[src/rtl/detector_pkg.sv]
// Shared display-path definitions: Q16.16 constants, converter state encoding
// and the BCD digit type.
package detector_pkg;

  localparam int QtdBitsDecimais = 16;
  localparam int MAX_VAL         = 9999;

  typedef enum logic [1:0] {
    ST_IDLE  = 2'd0,
    ST_LOAD  = 2'd1,
    ST_SHIFT = 2'd2,
    ST_DONE  = 2'd3
  } estado_t;

  typedef logic [3:0] bcd_digit_t;

endpackage

[src/rtl/ajuste_bcd.sv]
// Double-dabble correction cell: a BCD nibble of 5 or more gets +3 so the
// following left shift carries correctly into the next decade.
module ajuste_bcd
  import detector_pkg::*;
(
  input  bcd_digit_t bcd_i,
  output bcd_digit_t bcd_o
);

  assign bcd_o = (bcd_i >= 4'd5) ? bcd_digit_t'(bcd_i + 4'd3) : bcd_i;

endmodule

[src/rtl/conversor_bin_bcd.sv]
// Sequential Q16.16 to four-digit BCD converter (shift-add-3, one bit per clock)
// with start/done handshake; negative inputs read 0000, large ones saturate.
module conversor_bin_bcd #(
  parameter int IN_W      = 32,
  parameter int FRAC_BITS = detector_pkg::QtdBitsDecimais,
  parameter int INT_BITS  = 14,
  parameter int MAX_VAL   = detector_pkg::MAX_VAL
) (
  input  logic            ADC_CLK_10,
  input  logic            clear,
  input  logic            start,
  input  logic [IN_W-1:0] valor,
  output logic            busy,
  output logic            done,
  output logic [3:0]      digit3,
  output logic [3:0]      digit2,
  output logic [3:0]      digit1,
  output logic [3:0]      digit0,
  output logic            overflow,
  output logic            negative
);
  import detector_pkg::*;

  localparam int IP_W  = IN_W - FRAC_BITS;
  localparam int SW    = 16 + INT_BITS;
  localparam int CNT_W = $clog2(INT_BITS + 1);
  localparam logic [IP_W-1:0]     MAX_IP   = IP_W'(MAX_VAL);
  localparam logic [INT_BITS-1:0] MAX_OP   = INT_BITS'(MAX_VAL);
  localparam logic [CNT_W-1:0]    LAST_CNT = CNT_W'(INT_BITS - 1);

  estado_t             state_q, state_d;
  logic [IP_W-1:0]     cap_q, cap_d;
  logic [SW-1:0]       scratch_q, scratch_d;
  logic [CNT_W-1:0]    cnt_q, cnt_d;
  logic                neg_q, neg_d, ov_q, ov_d;
  logic [15:0]         bcd_out_q, bcd_out_d;
  logic                ovf_q, ovf_d, negf_q, negf_d;
  logic                busy_q, busy_d, done_q, done_d;
  logic [15:0]         adj_s;
  logic [INT_BITS-1:0] operand_s;
  logic                unused_s;

  // Fraction bits never reach the converter and the adjusted top bit is shifted out.
  assign unused_s = ^{valor[FRAC_BITS-1:0], adj_s[15]};

  for (genvar g = 0; g < 4; g++) begin : g_ajuste
    ajuste_bcd u_ajuste (
      .bcd_i (scratch_q[INT_BITS + 4*g +: 4]),
      .bcd_o (adj_s[4*g +: 4])
    );
  end

  // Next-state and datapath control for the IDLE/LOAD/SHIFT/DONE sequence.
  always_comb begin
    state_d   = state_q;
    cap_d     = cap_q;
    scratch_d = scratch_q;
    cnt_d     = cnt_q;
    neg_d     = neg_q;
    ov_d      = ov_q;
    bcd_out_d = bcd_out_q;
    ovf_d     = ovf_q;
    negf_d    = negf_q;
    done_d    = 1'b0;
    operand_s = '0;
    case (state_q)
      ST_IDLE: begin
        if (start) begin
          cap_d   = valor[IN_W-1:FRAC_BITS];
          state_d = ST_LOAD;
        end else begin
          state_d = ST_IDLE;
        end
      end
      ST_LOAD: begin
        neg_d = 1'b0;
        ov_d  = 1'b0;
        if (cap_q[IP_W-1]) begin
          neg_d     = 1'b1;
          operand_s = '0;
        end else if (cap_q > MAX_IP) begin
          ov_d      = 1'b1;
          operand_s = MAX_OP;
        end else begin
          operand_s = cap_q[INT_BITS-1:0];
        end
        scratch_d = {16'h0000, operand_s};
        cnt_d     = '0;
        state_d   = ST_SHIFT;
      end
      ST_SHIFT: begin
        scratch_d = {adj_s[14:0], scratch_q[INT_BITS-1:0], 1'b0};
        cnt_d     = cnt_q + CNT_W'(1);
        if (cnt_q == LAST_CNT) begin
          state_d = ST_DONE;
        end else begin
          state_d = ST_SHIFT;
        end
      end
      ST_DONE: begin
        bcd_out_d = scratch_q[SW-1 -: 16];
        ovf_d     = ov_q;
        negf_d    = neg_q;
        done_d    = 1'b1;
        state_d   = ST_IDLE;
      end
      default: begin
        state_d = ST_IDLE;
      end
    endcase
    busy_d = (state_d != ST_IDLE);
  end

  // State and output registers; clear wins over any pending start.
  always_ff @(posedge ADC_CLK_10) begin
    if (clear) begin
      state_q   <= ST_IDLE;
      cap_q     <= '0;
      scratch_q <= '0;
      cnt_q     <= '0;
      neg_q     <= 1'b0;
      ov_q      <= 1'b0;
      bcd_out_q <= 16'h0000;
      ovf_q     <= 1'b0;
      negf_q    <= 1'b0;
      busy_q    <= 1'b0;
      done_q    <= 1'b0;
    end else begin
      state_q   <= state_d;
      cap_q     <= cap_d;
      scratch_q <= scratch_d;
      cnt_q     <= cnt_d;
      neg_q     <= neg_d;
      ov_q      <= ov_d;
      bcd_out_q <= bcd_out_d;
      ovf_q     <= ovf_d;
      negf_q    <= negf_d;
      busy_q    <= busy_d;
      done_q    <= done_d;
    end
  end

  assign busy     = busy_q;
  assign done     = done_q;
  assign digit3   = bcd_out_q[15:12];
  assign digit2   = bcd_out_q[11:8];
  assign digit1   = bcd_out_q[7:4];
  assign digit0   = bcd_out_q[3:0];
  assign overflow = ovf_q;
  assign negative = negf_q;

endmodule

[config.mk]
export PLATFORM = sky130hd
export DESIGN_NAME = conversor_bin_bcd
export DESIGN_NICKNAME = d
export VERILOG_FILES = /design/src/rtl/detector_pkg.sv /design/src/rtl/ajuste_bcd.sv /design/src/rtl/conversor_bin_bcd.sv
export SDC_FILE = /design/constraint.sdc
export NUM_CORES = 1
export LEC_CHECK = 0
export ABC_AREA = 1
export BUFFER_PORTS_ARGS = -buffer_cell sky130_fd_sc_hd__clkbuf_2
export CORE_UTILIZATION = 56
export CTS_CLUSTER_DIAMETER = 80
export CTS_CLUSTER_SIZE = 30
export DETAILED_ROUTE_END_ITERATION = 10
export PLACE_DENSITY_LB_ADDON = 0.1
export RECOVER_POWER = 25
export SLEW_MARGIN = 20
export SYNTH_ARGS = -nofsm -noshare
export SYNTH_HDL_FRONTEND = slang
export SYNTH_SLANG_ARGS = --single-unit
[constraint.sdc]
create_clock -name ADC_CLK_10 -period 1.9 [get_ports ADC_CLK_10]
set_input_delay 0.095 -clock ADC_CLK_10 [delete_from_list [all_inputs] [get_ports ADC_CLK_10]]
set_output_delay 0.095 -clock ADC_CLK_10 [all_outputs]
set_load 0.03 [all_outputs]
After elaboration in Yosys (flattened, before gate mapping)
Index checks and enable logic that the tools add are counted.
- add/subtract/negate cells: 5
- $lt $le $gt $ge: 5
- equal/unequal tests: 4
- mux-type cells: 15
- reduce and logical (&&, ||, !) cells: 4
- operators by type and width (cell ; count):
    30-bit case mux with 2 select lines ; 1
    14-bit 2-to-1 mux ; 2
    4-bit by 3-bit >= comparator with 1-bit output (second input constant) ; 4
    16-bit by 14-bit greater-than comparator with 1-bit output (second input constant) ; 1
    4-bit by 2-bit adder with 4-bit output (second input constant) ; 3
    4-bit 2-to-1 mux ; 3
    2-bit case mux with 4 select lines ; 1
    4-bit case mux with 2 select lines ; 1
    1-bit 2-to-1 mux ; 6
    4-bit by 1-bit adder with 4-bit output (second input constant) ; 1
    2-bit equality test (second input constant) ; 2
    4-bit equality test (second input constant) ; 1
    2-bit nonzero test ; 2
    3-bit by 2-bit adder with 3-bit output (second input constant) ; 1
    3-bit 2-to-1 mux ; 1
    2-bit by 1-bit equality test with 1-bit output (second input constant) ; 1
    2-bit logical NOT ; 1
    2-bit AND reduction ; 1
- bits in registers: 74
- input port bits: 35
- output and inout bits: 20
- logic and storage cells: 44

Longest topological paths before layout
Gate-level depths: netlist of run 1.
- depth in word-level cells: 4
- depth in mapped cells: 9
- depth with buffers taken out: 9

Modules after synthesis
A second synthesis of run 1 with hierarchy kept.
- cell total of the unflattened synthesis: 476
- area, all modules: 3522.1 um2
- modules (own cells, without submodules) (module ; times used ; cells an instance ; area each (um2) ; sequential area each (um2)):
    conversor_bin_bcd ; 1 ; 384 ; 2981.6 ; 1481.4
    ajuste_bcd ; 4 ; 23 ; 135.1 ; 0.0

Worst setup path after synthesis of run 1
No wires, ideal clock.
- path type: register to register
- start point: reg state_q[0]
- end point: reg scratch_q[21]
- setup time: 0.067 ns
- arrival: 1.354 ns
- slack: 0.479 ns
- cell stages (with the launch flop): 9
- path through: dfxtp_1 -> inv_1 -> ha_1 -> buf_2 -> nand2_4 -> inv_4 -> buf_12 -> o211ai_2 -> a21oi_2
- longest elaborated chain between the ends: 2
- elaborated cells between the ends (all ways): 4
- classes of those cells: eq/ne: 2; mux: 1; reduce/logical: 1
- RTL lines (what ; RTL line ; RTL):
    from (decl) ; conversor_bin_bcd.sv:31 ; estado_t state_q, state_d;
    from (signal assigned) ; conversor_bin_bcd.sv:129 ; state_q <= state_d;
    2-bit equality test or 2-bit by 1-bit equality test with 1-bit output (tied branches) ; conversor_bin_bcd.sv:66 ; case (state_q)
    30-bit case mux with 2 select lines or 2-bit nonzero test (tied branches) ; - ;
    to (signal assigned) ; conversor_bin_bcd.sv:131 ; scratch_q <= scratch_d;
    to (decl) ; conversor_bin_bcd.sv:33 ; logic [SW-1:0] scratch_q, scratch_d;
Parallel ways exist; a longest one is shown, timed or not.
A chain may end at the register's enable or synchronous reset.

Worst setup path in the final report of run 1
- start point: reg state_q[0]
- end point: reg scratch_q[22]
Same word-level chain as after synthesis.

==> results of run 1 <==
## per-layer routing
layer / global-route usage [%] / part of all wire [%]
met5: 0 / 0
met1: 33.4 / 48
met3: 6.67 / 3.7
met2: 41.3 / 47
met4: 8.91 / 1.4
## layout by cell type (no fill, tap or decap), types with 3 or more instances in the layout
| cell | synthesis | routed |
|---|---|---|
| sky130_fd_sc_hd__o21ai_0 | 49 | 49 |
| sky130_fd_sc_hd__a21oi_2 | 5 | 5 |
| sky130_fd_sc_hd__nand3_2 | 3 | 3 |
| sky130_fd_sc_hd__clkbuf_1 | 10 | 20 |
| sky130_fd_sc_hd__nor3_1 | 3 | 3 |
| sky130_fd_sc_hd__nor2_1 | 49 | 49 |
| sky130_fd_sc_hd__ha_1 | 15 | 15 |
| sky130_fd_sc_hd__nand3_1 | 20 | 20 |
| sky130_fd_sc_hd__buf_4 | 0 | 7 |
| sky130_fd_sc_hd__dfxtp_1 | 74 | 74 |
| sky130_fd_sc_hd__xor2_1 | 3 | 3 |
| sky130_fd_sc_hd__o22ai_1 | 8 | 8 |
| sky130_fd_sc_hd__o211ai_2 | 3 | 3 |
| sky130_fd_sc_hd__clkbuf_8 | 0 | 10 |
| sky130_fd_sc_hd__nand4_1 | 5 | 5 |
| sky130_fd_sc_hd__bufinv_16 | 0 | 3 |
| sky130_fd_sc_hd__o21ai_1 | 4 | 4 |
| sky130_fd_sc_hd__clkbuf_2 | 1 | 19 |
| sky130_fd_sc_hd__nand2_1 | 68 | 68 |
| sky130_fd_sc_hd__inv_2 | 3 | 3 |
| sky130_fd_sc_hd__a21oi_1 | 43 | 43 |
| sky130_fd_sc_hd__dlygate4sd3_1 | 0 | 3 |
| sky130_fd_sc_hd__inv_1 | 45 | 45 |
## final cells by class
cell class | count | area share, %
clock buffer | 10 | 3.63
clock inverter | 5 | 2.71
inverter | 49 | 4.92
tap | 72 | 2.38
sequential | 74 | 39.1
multi-input combinational | 289 | 40.6
timing repair buffer | 49 | 6.67
## power breakdown
part           internal, uW  switching [uW]  total, uW
logic                   145             297        442
clock network           898             587       1490
registers              1630            42.7       1680
total                  2680             926       3600
## through the flow
stage | hold slack (ns) | instances | power, uW | setup slack, ns
finish | -0.00156 | 548 | 3600 | 0.167
global route | 0.0280 | 548 | 3740 | 0.0276
CTS | 0.000641 | 548 | 3630 | 0.185
detailed placement | 0.354 | 530 | 2150 | 0.212
global placement | 0.344 | 530 | 2140 | 0.285
floorplan | 0.164 | 430 | 2020 | 0.479
## cells by family (layout without fill, tap and decap cells)
group	Yosys count	count (layout)	share of synthesized area [%]
AOI/OAI and AO/OA	117	117	19.9
xor gates and xnor gates	3	3	0.795
adders and majority gates	15	15	5.68
buffers and inverters	67	113	8.59
DFF	74	74	44.8
and+or+nand+nor	154	154	20.2
## state kept, by name (all words and copies together), names as in the netlist
name	flops
neg_q	1
scratch_q	30
done	1
cnt_q	4
busy	1
overflow	1
cap_q	16
bcd_out_q	16
ov_q	1
state_q	2
negative	1
## final timing paths
path / endpoint / slack [ns] / cells after the start
setup / recovery: scratch_q[22] / 0.17 / 9
setup reg to reg: scratch_q[22] / 0.17 / 9
hold reg to reg: scratch_q[29] / 0.47 / 2
hold / removal: cap_q[7] / -0.002 / 3
## critical path, cell delays in order (launching register included)
cell,delay (ns)
sky130_fd_sc_hd__dfxtp_1,0.37
sky130_fd_sc_hd__inv_1,0.09
sky130_fd_sc_hd__ha_1,0.34
sky130_fd_sc_hd__buf_4,0.18
sky130_fd_sc_hd__nand2_4,0.17
sky130_fd_sc_hd__inv_4,0.14
sky130_fd_sc_hd__nand2_1,0.09
sky130_fd_sc_hd__nor2_1,0.05
sky130_fd_sc_hd__nor2_1,0.13
sky130_fd_sc_hd__nor2_1,0.05
## repair_timing
item | CTS | global route
buffers inserted | 0 | 0
hold endpoints to repair | 3 | 0
hold buffers | 3 | 0
endpoints found under the setup margin | 0 | 0
==> results list, run 1 <==
* Status: complete, but fails checks
- The checks that failed: hold timing.
- Number of optimization iterations in the first detailed-route pass: 4
* Most area-hungry cell type in the Yosys netlist: sky130_fd_sc_hd__dfxtp_1
- Routed Antenna Nets: 0
- Reported leakage power: 0.00155 uW
* Asr flop ratio synth: 0%
- Overflow left after global routing: 0
- Library cells used by synthesis: 32
- Count of final setup violators: 0
- The die covers 0.00621 mm^2.
- The placed instances occupy a cell area of 0.00355 mm^2.
- 0 antenna diodes ended up in the layout.
- CTS resizes: 0
* Net Count, Synth: 480
- The tree is rooted in a sky130_fd_sc_hd__clkbuf_8.
- Clk Latency, worst-skew pair: 0.36 ns
* Last weighted congestion value of the routability-driven placer: 0.800
- After detailed routing, the number of vias per cell comes to 5.25.
- Most frequently used flop master after synthesis: sky130_fd_sc_hd__dfxtp_1
* Leading post-synthesis cells by instance count: sky130_fd_sc_hd__dfxtp_1, sky130_fd_sc_hd__nand2_1, sky130_fd_sc_hd__nor2_1, sky130_fd_sc_hd__o21ai_0, sky130_fd_sc_hd__inv_1
- A synthesized cell averages 7.69 um^2.
* Drt first-iter violations: 211
- Measured against its own limit, the worst slew margin works out to 64.4%.
- Sequential area share after synthesis: 44.8%
* Required time of the critical path: 2.13 ns
- Summing all non-filler instances in the final layout gives an area of 0.00379 mm^2.
- The first global-routing pass estimated 12,300 um of wire.
- Nets: 522
* Power density cells: 950 mW/mm^2
- 55 I/O pins were placed.
- Entering global routing, the biggest net connects 35 pins.
* Antenna violations before repair: 0
* Area share of the largest cell type after synthesis: 44.8%
- Hold crit path type: input port to register
* EDFF count, synth: 0
- The clock period could shrink to 1.73 ns.
- The H-tree was split into 3 levels.
- Number of buffers added on ports: 38
- Of all nets on the critical path, the largest fanout is 16.
- Largest voltage drop on the vdd net: 623 uV
- Synthesis inferred 74 register bits.
* Vias in the first global route: 2,642
- TritonCTS created 9 clock buffers.
- The worst setup path is of the register to register kind.
* Routed via count: 2,875
- Fill cells in the final layout number 507.
- Die Y: 78.8 um
- Worst endpoint data arrival time: 1.97 ns
* Cell Area, Synth: 0.00331 mm^2
* Final period util: 91.2%
- For this design, the sink count on the clock tree is 74.
- The cell count after synthesis came out at 430.
* FP Rows: 27
- Area growth from synthesis to layout: 14.7%
- The wire-length estimate of the detail-placed layout is 4920 um.
- Die extent in x: 78.8 um
* Starting Density: 58.9%
* Post-route DRC violation count: 0
- Reg clk slew, reported paths: 0.07 ns
- sky130_fd_sc_hd__dfxtp_1 is the most common cell in the netlist.
* Share of final-layout standard cells stronger than drive strength 1: 13.2%
- Routed wire per std cell: 13.1 um
* Top area cells in the synthesized netlist: sky130_fd_sc_hd__dfxtp_1, sky130_fd_sc_hd__nand2_1, sky130_fd_sc_hd__o21ai_0
- Area of combinational cells with multiple inputs: 0.00154 mm^2
- Element type at the critical path end: register
- Critical Path Source: state_q[0]
- TritonCTS built the clock tree.
- The clock arrives with 0.00901 ns of skew.
- The region available for standard cell placement spans 0.00561 mm^2.
- The worst hold path begins at valor[23].
* FF+latch area: 0.00148 mm^2
- Clock Path Buffers: 2
- Number of slew-limit violations in the final report: 0
- At the pin with the least slew margin, the transition time is 0.534 ns.
- Total track usage: 25.7%
- Count of max-cap constraint violations: 0
* Sum of negative setup slack: 0 ns
- Synth warn: 0
- Setup repair after global routing left no endpoint under its margin.
- Final hold analysis gives a worst-case slack of -0.00156 ns.
- The worst register-to-register path begins at state_q[0].
- Wirelength, routed: 7180 um
* Maximum clock frequency: 577 MHz
- STA classifies the critical path startpoint as a register.
- Cells fill 67.6% of the core in the end.
* Count of final hold-check violations: 1
No activity file was read; power rests on OpenSTA's default activity.
==> run 2: changes to the inputs <==
==> constraint.sdc (replaced) <==
create_clock -name ADC_CLK_10 -period 1.9 [get_ports ADC_CLK_10]
set_input_delay 0.57 -clock ADC_CLK_10 [delete_from_list [all_inputs] [get_ports ADC_CLK_10]]
set_output_delay 0.57 -clock ADC_CLK_10 [all_outputs]
set_load 0.03 [all_outputs]
==> run 2 against run 1 <==
  * The run now ends clean
  * Core utilization decreased by 0.80 points
  * Global-route usage decreased by 1.1 points
  * Die area unchanged
  * Via count shrank 1.0%
  * Critical path type unchanged
  * Largest cell class unchanged
==> results list, run 2 (synthesis results as in run 1) <==
* Status: finished clean
- The share of the clock period used by the worst path after layout came to 90.3% (-0.95 points).
- The vertical die dimension is 78.8 um (unchanged).
- The number of hold violations in the final report was 0 (-1).
* Die extent in x: 78.8 um (unchanged)
- Clock Skew: 0.00606 ns (-0.00295 ns)
- Vias in the first global route: 2,654 (+0.45%)
- Minimum clock period after layout: 1.72 ns (-0.0181 ns)
- The all-layer global routing usage came to 24.6% (-1.1 points).
- Overflow left after global routing: 0 (unchanged)
* Most common library cell in the layout ignoring fill and taps: sky130_fd_sc_hd__dfxtp_1
* Half-perimeter wire length of the detailed placement result: 4920 um (about the same)
- Core area: 0.00561 mm^2 (unchanged)
- Post-route DRC violation count: 0 (unchanged)
* Hold WS: 0.464 ns (+0.465 ns)
* FP Rows: 27 (unchanged)
- The worst slack at placement is 0.201 ns (-0.0109 ns).
- Worst setup slack after layout: 0.185 ns (+0.0181 ns)
* Via density per instance: 5.19 (-1.0%)
- The number of flip-flops under the largest register name is 30 (unchanged).
- In the layout the commonest cells are sky130_fd_sc_hd__dfxtp_1, sky130_fd_sc_hd__nand2_1, sky130_fd_sc_hd__nor2_1, sky130_fd_sc_hd__o21ai_0, sky130_fd_sc_hd__inv_1.
* Count of final setup violators: 0 (unchanged)
- TritonCTS built the clock tree.
* Leading registers by flop count: scratch_q (30), bcd_out_q (16), cap_q (16)
- Hold crit path type: register to register
- R2R setup slack: 0.18 ns (+0.02 ns)
- Last weighted congestion value of the routability-driven placer: 0.765 (-4.3%)
* Area growth from synthesis to layout: 13.3%
* Starting Density: 58.9% (unchanged)
- Number of diodes added for antenna fixing: 0 (unchanged)
- Clock Path Buffers: 2 (unchanged)
- Count of max-cap constraint violations: 0 (unchanged)
- CTS resizes: 0 (unchanged)
- Setup repair after global routing left no endpoint under its margin.
- The critical path is of the register to register type.
* Worst Reg2Reg Path Length in Cells: 9 (unchanged)
- Routed wire per std cell: 12.6 um (-3.5%)
- The maximum number of pins on one net before global-route repair was 32 (-8.6%).
* Nets: 521 (-0.19%)
* Register name with the most flops: scratch_q
- The number of clock buffers inserted by TritonCTS was 9 (unchanged).
- The number of antenna violations at the first check in global routing came to 0 (unchanged).
- Largest voltage drop on the vdd net: 761 uV (+22%)
- Number of stages on the worst hold path: 2 (-1)
- Reg clk slew, reported paths: 0.08 ns (about the same)
* Drt first-iter violations: 152 (-28%)
* Routed via count: 2,846 (-1.0%)
- Sum of negative setup slack: 0 ns (unchanged)
- The number of detailed-routing iterations run before antenna repair was 5 (+1).
- The arrival time at the worst endpoint is 1.94 ns (-0.03 ns).
* Number of buffers added on ports: 38 (unchanged)
- CP Max Fanout: 16 (unchanged)
* First-pass GRT wire length: 11,800 um (-4.0%)
- Power density cells: 870 mW/mm^2 (-8.5%)
* Wirelength, routed: 6930 um (-3.5%)
- Type of origin of the critical path: register
* Required time of the critical path: 2.13 ns (about the same)
- The count of clock tree sinks came to 74 (unchanged).
* Hold Buf Count CTS: 0 (-3)
- The area of the die is 0.00621 mm^2 (unchanged).
- The share of layout cells above drive strength 1 was 17.6% (+4.4 points).
- The slew at the pin with the worst max-slew slack is 0.542 ns (+0.00849 ns).
- The total I/O pin count was 55 (unchanged).
- Relative max-transition margin: 63.9% (-0.57 points)
* Number of post-CTS setup repair buffers: 0 (unchanged)
- Reported leakage power: 0.00159 uW (+2.1%)
- The highest attainable clock frequency came to 583 MHz (+1.1%).
- The remaining antenna violation count after routing was 0 (unchanged).
- Total number of H-tree levels: 3 (unchanged)
* Root Buffer Master: sky130_fd_sc_hd__clkbuf_8
- Number of slew-limit violations in the final report: 0 (unchanged)
- The insertion delay of the later-clocked pin in the worst-skew pair came to 0.34 ns (-0.02 ns).
* Element type at the critical path end: register
==> run 2: changes by cell type in the layout (fill, tap and decap cells not counted), moves of 3 or more <==
cell,previous run,this run
sky130_fd_sc_hd__bufinv_16,3,0
sky130_fd_sc_hd__dlygate4sd3_1,3,0
sky130_fd_sc_hd__clkbuf_1,20,0
sky130_fd_sc_hd__clkinvlp_4,1,4
sky130_fd_sc_hd__clkbuf_2,19,40
==> run 2: power breakdown <==
group	switching (uW)	total, uW	internal [uW]
clock	594	1140	547
sequential	43.1	1680	1630
combinational	295	441	146
==> run 2: path summary, 6_finish.rpt <==
| kind | startpoint | endpoint |
|---|---|---|
| worst max-delay path | state_q[0] | scratch_q[4] |
| worst min-delay path | cap_q[12] | scratch_q[12] |
| worst max register to register | state_q[0] | scratch_q[4] |
| worst min register to register | cap_q[12] | scratch_q[12] |
==> run 2: critical path: stages, from the launching register on <==
cell and delay (ns):
sky130_fd_sc_hd__dfxtp_1 0.38, sky130_fd_sc_hd__inv_1 0.09, sky130_fd_sc_hd__ha_1 0.34, sky130_fd_sc_hd__buf_4 0.18, sky130_fd_sc_hd__nand2_4 0.18, sky130_fd_sc_hd__inv_4 0.14, sky130_fd_sc_hd__nand2_1 0.09, sky130_fd_sc_hd__o21ai_0 0.08
sky130_fd_sc_hd__nand2_1 0.06, sky130_fd_sc_hd__o21ai_0 0.06
==> run 2: metal layers <==
metal	vias to the layer above	track usage (%)	share of wire (%)
li1	1502	-	-
met1	1260	32.5	49
met2	75	39.5	45
met3	9	5.86	4.8
met4	0	8.18	1.2
met5	-	0	0
==> run 2: layout make-up <==
cell class                      count  area (um^2)
Clock buffer                       11          151
Clock inverter                      5         38.8
Fill cell                         509         1860
Inverter                           49          186
Multi-Input combinational cell    289         1540
Sequential cell                    74         1480
Tap cell                           72         90.1
Timing Repair Buffer               48          260
==> run 2: through the flow <==
| step | utilization [%] | instance area, um^2 | std cells | power [uW] |
|---|---|---|---|---|
| after floorplan | - | 3310 | 430 | 2020 |
| after detailed placement | 63.5 | 3560 | 532 | 2150 |
| after global placement | 63.5 | 3560 | 532 | 2140 |
| final | 66.8 | 3750 | 548 | 3260 |
| after CTS | 66.9 | 3750 | 548 | 3280 |
| after global routing | 66.8 | 3750 | 548 | 3420 |
